<file path="config.mk">
export PLATFORM = sky130hd
export DESIGN_NAME = bconv3x3_engine
export DESIGN_NICKNAME = d
export VERILOG_FILES = /design/src/rtl/bconv3x3_engine.sv
export SDC_FILE = /design/constraint.sdc
export NUM_CORES = 1
export LEC_CHECK = 0
export CORE_MARGIN = 5
export CORE_UTILIZATION = 35
export DETAILED_ROUTE_END_ITERATION = 8
export SLEW_MARGIN = 20
export SYNTH_ARGS = -nofsm -noshare
export SYNTH_HDL_FRONTEND = slang
export SYNTH_SLANG_ARGS = --single-unit
</file>
<file path="constraint.sdc">
create_clock -name clk -period 4.2 [get_ports clk]
set_clock_uncertainty 0.15 [all_clocks]
set_input_delay 1.26 -clock clk [delete_from_list [all_inputs] [get_ports clk]]
set_output_delay 1.26 -clock clk [all_outputs]
set_load 0.01 [all_outputs]
</file>
<file path="src/rtl/bconv3x3_engine.sv">
// Binarized 3x3 convolution stage: builds a sliding 3x3 window over a raster
// 1-bit pixel stream with two line buffers, then XNOR-popcounts the window
// against a 9-bit kernel and thresholds the match count.
module bconv3x3_engine #(
  parameter int IMG_W = 32,
  parameter int IMG_H = 32,
  parameter int AW    = 5
) (
  input  logic          clk,
  input  logic          rst_n,
  input  logic          start,
  input  logic          pix_valid,
  input  logic          pix_in,
  input  logic [8:0]    weights,
  input  logic [3:0]    threshold,
  output logic          out_valid,
  output logic          out_bit,
  output logic [AW-1:0] out_rowaddr,
  output logic [AW-1:0] out_coladdr,
  output logic          frame_done
);

  // Raster position counters
  logic [AW-1:0] r_row;
  logic [AW-1:0] r_col;
  logic [AW-1:0] w_row;
  logic [AW-1:0] w_col;
  logic [AW-1:0] w_row_nxt;
  logic [AW-1:0] w_col_nxt;
  logic          w_last;
  logic          w_win_valid;

  // Line buffers (lb0 = two rows back, lb1 = one row back) and window
  logic [IMG_W-1:0] r_lb0;
  logic [IMG_W-1:0] r_lb1;
  logic [8:0]       r_win;
  logic [8:0]       w_win_nxt;

  // Stage-1 control
  logic          r_s1_valid;
  logic          r_s1_last;
  logic [AW-1:0] r_s1_row;
  logic [AW-1:0] r_s1_col;

  // Stage-2 compute
  logic [8:0] w_xnor;
  logic [3:0] w_matches;

  // Effective position of the pixel presented this cycle; start forces (0,0)
  always_comb begin
    w_row       = start ? '0 : r_row;
    w_col       = start ? '0 : r_col;
    w_last      = (w_row == AW'(IMG_H - 1)) && (w_col == AW'(IMG_W - 1));
    w_win_valid = pix_valid && (w_row >= AW'(2)) && (w_col >= AW'(2));
    w_row_nxt   = w_row;
    w_col_nxt   = w_col;
    if (w_last) begin
      w_row_nxt = '0;
      w_col_nxt = '0;
    end else if (w_col == AW'(IMG_W - 1)) begin
      w_row_nxt = w_row + AW'(1);
      w_col_nxt = '0;
    end else begin
      w_col_nxt = w_col + AW'(1);
    end
  end

  // Next window: shift each row left, feed the new right column
  always_comb begin
    w_win_nxt = '0;
    for (int unsigned i = 0; i < 3; i++) begin
      w_win_nxt[3*i+0] = r_win[3*i+1];
      w_win_nxt[3*i+1] = r_win[3*i+2];
    end
    w_win_nxt[2] = r_lb0[w_col];
    w_win_nxt[5] = r_lb1[w_col];
    w_win_nxt[8] = pix_in;
  end

  // Position counters advance on each accepted pixel; start clears them
  always_ff @(posedge clk or negedge rst_n) begin
    if (!rst_n) begin
      r_row <= '0;
      r_col <= '0;
    end else if (pix_valid) begin
      r_row <= w_row_nxt;
      r_col <= w_col_nxt;
    end else if (start) begin
      r_row <= '0;
      r_col <= '0;
    end
  end

  // Line buffers and window: unreset storage, gated by valid bits downstream
  always_ff @(posedge clk) begin
    if (pix_valid) begin
      r_win        <= w_win_nxt;
      r_lb0[w_col] <= r_lb1[w_col];
      r_lb1[w_col] <= pix_in;
    end
  end

  // Stage 1: window valid flag, result address and end-of-frame marker
  always_ff @(posedge clk or negedge rst_n) begin
    if (!rst_n) begin
      r_s1_valid <= 1'b0;
      r_s1_last  <= 1'b0;
      r_s1_row   <= '0;
      r_s1_col   <= '0;
    end else begin
      r_s1_valid <= w_win_valid;
      if (w_win_valid) begin
        r_s1_row  <= w_row - AW'(2);
        r_s1_col  <= w_col - AW'(2);
        r_s1_last <= w_last;
      end
    end
  end

  // XNOR-popcount of the stage-1 window against the kernel
  always_comb begin
    w_xnor    = ~(r_win ^ weights);
    w_matches = '0;
    for (int unsigned k = 0; k < 9; k++) begin
      w_matches = w_matches + 4'(w_xnor[k]);
    end
  end

  // Stage 2: thresholded result and write strobe; data holds between results
  always_ff @(posedge clk or negedge rst_n) begin
    if (!rst_n) begin
      out_valid   <= 1'b0;
      out_bit     <= 1'b0;
      out_rowaddr <= '0;
      out_coladdr <= '0;
      frame_done  <= 1'b0;
    end else begin
      out_valid  <= r_s1_valid;
      frame_done <= r_s1_valid && r_s1_last;
      if (r_s1_valid) begin
        out_bit     <= (w_matches >= threshold);
        out_rowaddr <= r_s1_row;
        out_coladdr <= r_s1_col;
      end
    end
  end

endmodule
</file>
==> results.cfg <==
[power]
power_leakage_uw = 0.00239
p_per_area_mw_per_mm2 = 393
power.total_uw = 2340
combPwrFrac_pct = 16.9
clock_power_share_pct = 32.5
peakVddDrop_v = 0.000191
sw_frac_of_total_pct = 25.0
switching_power_uw = 585
pwr-share-seq_pct = 50.7
intPower_uw = 1750

[timing]
relSlewSlack_pct = 57.1
setup_slack_ps = -599
grt_setup_unrepaired = true
tightest_slew_ps = 644
setup_violations = 1
drv_slew = 0
hold_viol = 0
final.period_utilization_pct = 114
period_minus_slack_ps = 4800
fmax_mhz = 208

[global_route]
grt.total_usage_pct = 12.9
grt.overflow.total = 0
antenna_found_initial = 0
grt_pass1_vias = 3382
grt_max_degree = 36
grt_pass1_wl_mm = 16.9

[logic_synthesis]
syn_area_per_cell_um2 = 12.9
ys_ff_latch = 108
yosysWarningCount = 0
synth_fa_ha_area_share_pct = 6.68
netlist-cell-type-count = 44
synth_compound_area_share_pct = 6.80
synth_area_leader_cell = edfxtp_1
synthFlopType = edfxtp_1
synth_mux_area_share_pct = 9.28
synth_edf_count = 73
synth_top_family_by_area = simple AND/OR/NAND/NOR gates
yosysTopAreaCellShare_pct = 43.3
ys_seq_area_share_pct = 60.7
async_flop_share_pct = 32.4
syn_area_mm2 = 0.00506
synth_xor_area_share_pct = 2.60
synth-simple-area-share_pct = 10.2
synth.most_common_cell = edfxtp_1
synth_cells = 393
syn-num-nets = 435
netlist_top_cells_area = edfxtp_1, dfrtp_1, ha_1
yosys-top-cells-count = edfxtp_1, nor2_1, dfrtp_1, nand2_1, inv_1

[cts]
cts.sinks = 108
clkTransAtPathRegs_ps = 70
cts_tree = yes
hold_buffers = 0
clockBufferDepth = 2
ctsHtreeMaxLevel = 3
numCtsBuffers = 9
post-cts-setup-buffers = 0
clk_latency_ps = 350
root_buffer = clkbuf_16

[critical_path]
worst-r2r-setup-slack_ps = -90
r2r-start = r_win[1]$_DFFE_PP_
worst_setup_path_end_kind = flop
timing.rr.end = out_bit$_DFFE_PN0P_
path_max_fanout = 2
critPathKind = input pin to flop
startpoint = weights[3]
critPathLaunchType = input pin
reg2regPathDepth = 15
endpoint = out_bit$_DFFE_PN0P_
required_ps = 4260
cp_data_arrival_time_ps = 4860

[placed_design]
port-buffer-count = 30
dp.cells = 608
gp_congestion = 0.796
dpl.hpwl_mm = 6.83
dp_slack_ps = -1410

[status]
violations = negative setup slack
status = finished, violations left

[final_layout]
layout-drive-gt1-share_pct = 16.2
instances_no_fill = 622
fin_nets = 477
area_growth_pct = 17.6
num_antenna_cells = 0

[routing]
drc_errors = 0
wl_per_cell_um = 16.2
vias = 3100
wl_mm = 10.1
vias_per_cell = 4.98
drt_iter0_markers = 244
drtAntennaViolNets = 0
drtPass1Iterations = 4

[run]
maxCapViolations = 0

[die]
fp.coreArea_mm2 = 0.0144
ios = 31
die_w_um = 130
row_count = 44
start_util_pct = 35.2
die_h_um = 130
dieArea_mm2 = 0.0170

[min_path]
min_path_type = flop to flop
[per-stage QoR]
stage / instance area (um2) / hold WS (ps) / utilization (%) / setup TNS (ps)
floorplan: 5080 / 283 / - / -672
global placement: 5660 / 303 / 39.4 / -1320
detailed placement: 5660 / 314 / 39.4 / -1410
CTS: 5940 / 331 / 41.3 / -684
global route: 5950 / 348 / 41.4 / -696
finish: 5950 / 326 / 41.4 / -599
[worst max-delay path, stage by stage]
cell     delay (ps)
buf_8           100
xnor2_4         130
fa_1            550
inv_2            40
fa_1            470
inv_1            50
fa_1            490
inv_2            40
fa_2            350
fa_1            510
inv_1            50
ha_1            280
a21o_1          190
a21o_1          160
a21oi_2         130
a21oi_2          60
[per-layer routing]
metal  wire [um]  vias up  GRT usage (%)
met2        4890       67           21.1
met4         199        0           5.81
met3         512       16           2.66
li1            -     1489              -
met1        4500     1528           16.6
met5           0        -              0
[state kept, by name, indices dropped and copies added (netlist names)]
| name | flops |
|---|---|
| r_lb0 | 32 |
| r_lb1 | 32 |
| r_win | 9 |
| out_coladdr | 5 |
| out_rowaddr | 5 |
| r_col | 5 |
| r_row | 5 |
| r_s1_col | 5 |
| r_s1_row | 5 |
| frame_done | 1 |
| out_bit | 1 |
| out_valid | 1 |
| r_s1_last | 1 |
| r_s1_valid | 1 |
[how the worst min path moves through the flow]
stage          slack (ps)                   to                  from  cells past startpoint
2_1_floorplan         280  out_valid$_DFF_PN0_  r_s1_valid$_DFF_PN0_                      0
3_3_place_gp          300   r_win[3]$_DFFE_PP_    r_win[4]$_DFFE_PP_                      0
3_5_place_dp          310   r_win[3]$_DFFE_PP_    r_win[4]$_DFFE_PP_                      0
4_1_cts               330   r_win[3]$_DFFE_PP_    r_win[4]$_DFFE_PP_                      0
5_1_grt               350   r_win[1]$_DFFE_PP_    r_win[2]$_DFFE_PP_                      0
6_report              330   r_win[3]$_DFFE_PP_    r_win[4]$_DFFE_PP_                      0
[layout by cell type, fill, tap and decap left out, types with 3 or more instances in the layout]
| cell type | n |
|---|---|
| a21oi_1 | 21 |
| a221oi_1 | 6 |
| a31oi_1 | 4 |
| buf_4 | 18 |
| clkbuf_16 | 9 |
| clkdlybuf4s50_1 | 27 |
| dfrtp_1 | 35 |
| edfxtp_1 | 73 |
| fa_1 | 4 |
| ha_1 | 19 |
| inv_1 | 23 |
| mux2_2 | 19 |
| mux2_4 | 4 |
| mux2i_1 | 15 |
| nand2_1 | 26 |
| nand2b_1 | 7 |
| nand3_1 | 5 |
| nand3b_1 | 4 |
| nor2_1 | 36 |
| nor2b_1 | 5 |
| nor3_1 | 13 |
| o21ai_0 | 8 |
| o22ai_1 | 3 |
| or3_1 | 3 |
| xnor2_1 | 3 |
| xor2_1 | 9 |
[logic make-up after synthesis]
family                   count (synthesis)
AO/OA/AOI/OAI                           56
flip-flops                             108
adder cells (fa/ha/maj)                 24
multiplexers                            40
XOR/XNOR                                15
buffers and inverters                   42
AND/OR/NAND/NOR                        108
[final cells by class]
type | instances | area, um2
Timing Repair Buffer | 48 | 440
Clock inverter | 4 | 26.3
Multi-Input combinational cell | 243 | 1860
Fill cell | 1345 | 8420
Clock buffer | 10 | 229
Inverter | 25 | 93.8
Sequential cell | 108 | 3070
Tap cell | 184 | 230
[power groups by stage]
stage / Sequential (uW) / Clock (uW) / Combinational, uW
after global routing: 1190 / 826 / 441
final: 1180 / 758 / 394
after detailed placement: 1210 / 0 / 381
after floorplan: 1200 / 0 / 253
after CTS: 1180 / 781 / 399
after global placement: 1200 / 0 / 356
[repair_timing]
item	in CTS	in global routing
pin swaps	11	10
gates resized for setup	20	4
setup endpoints to repair	1	1
(Power assumes the default switching activity.)
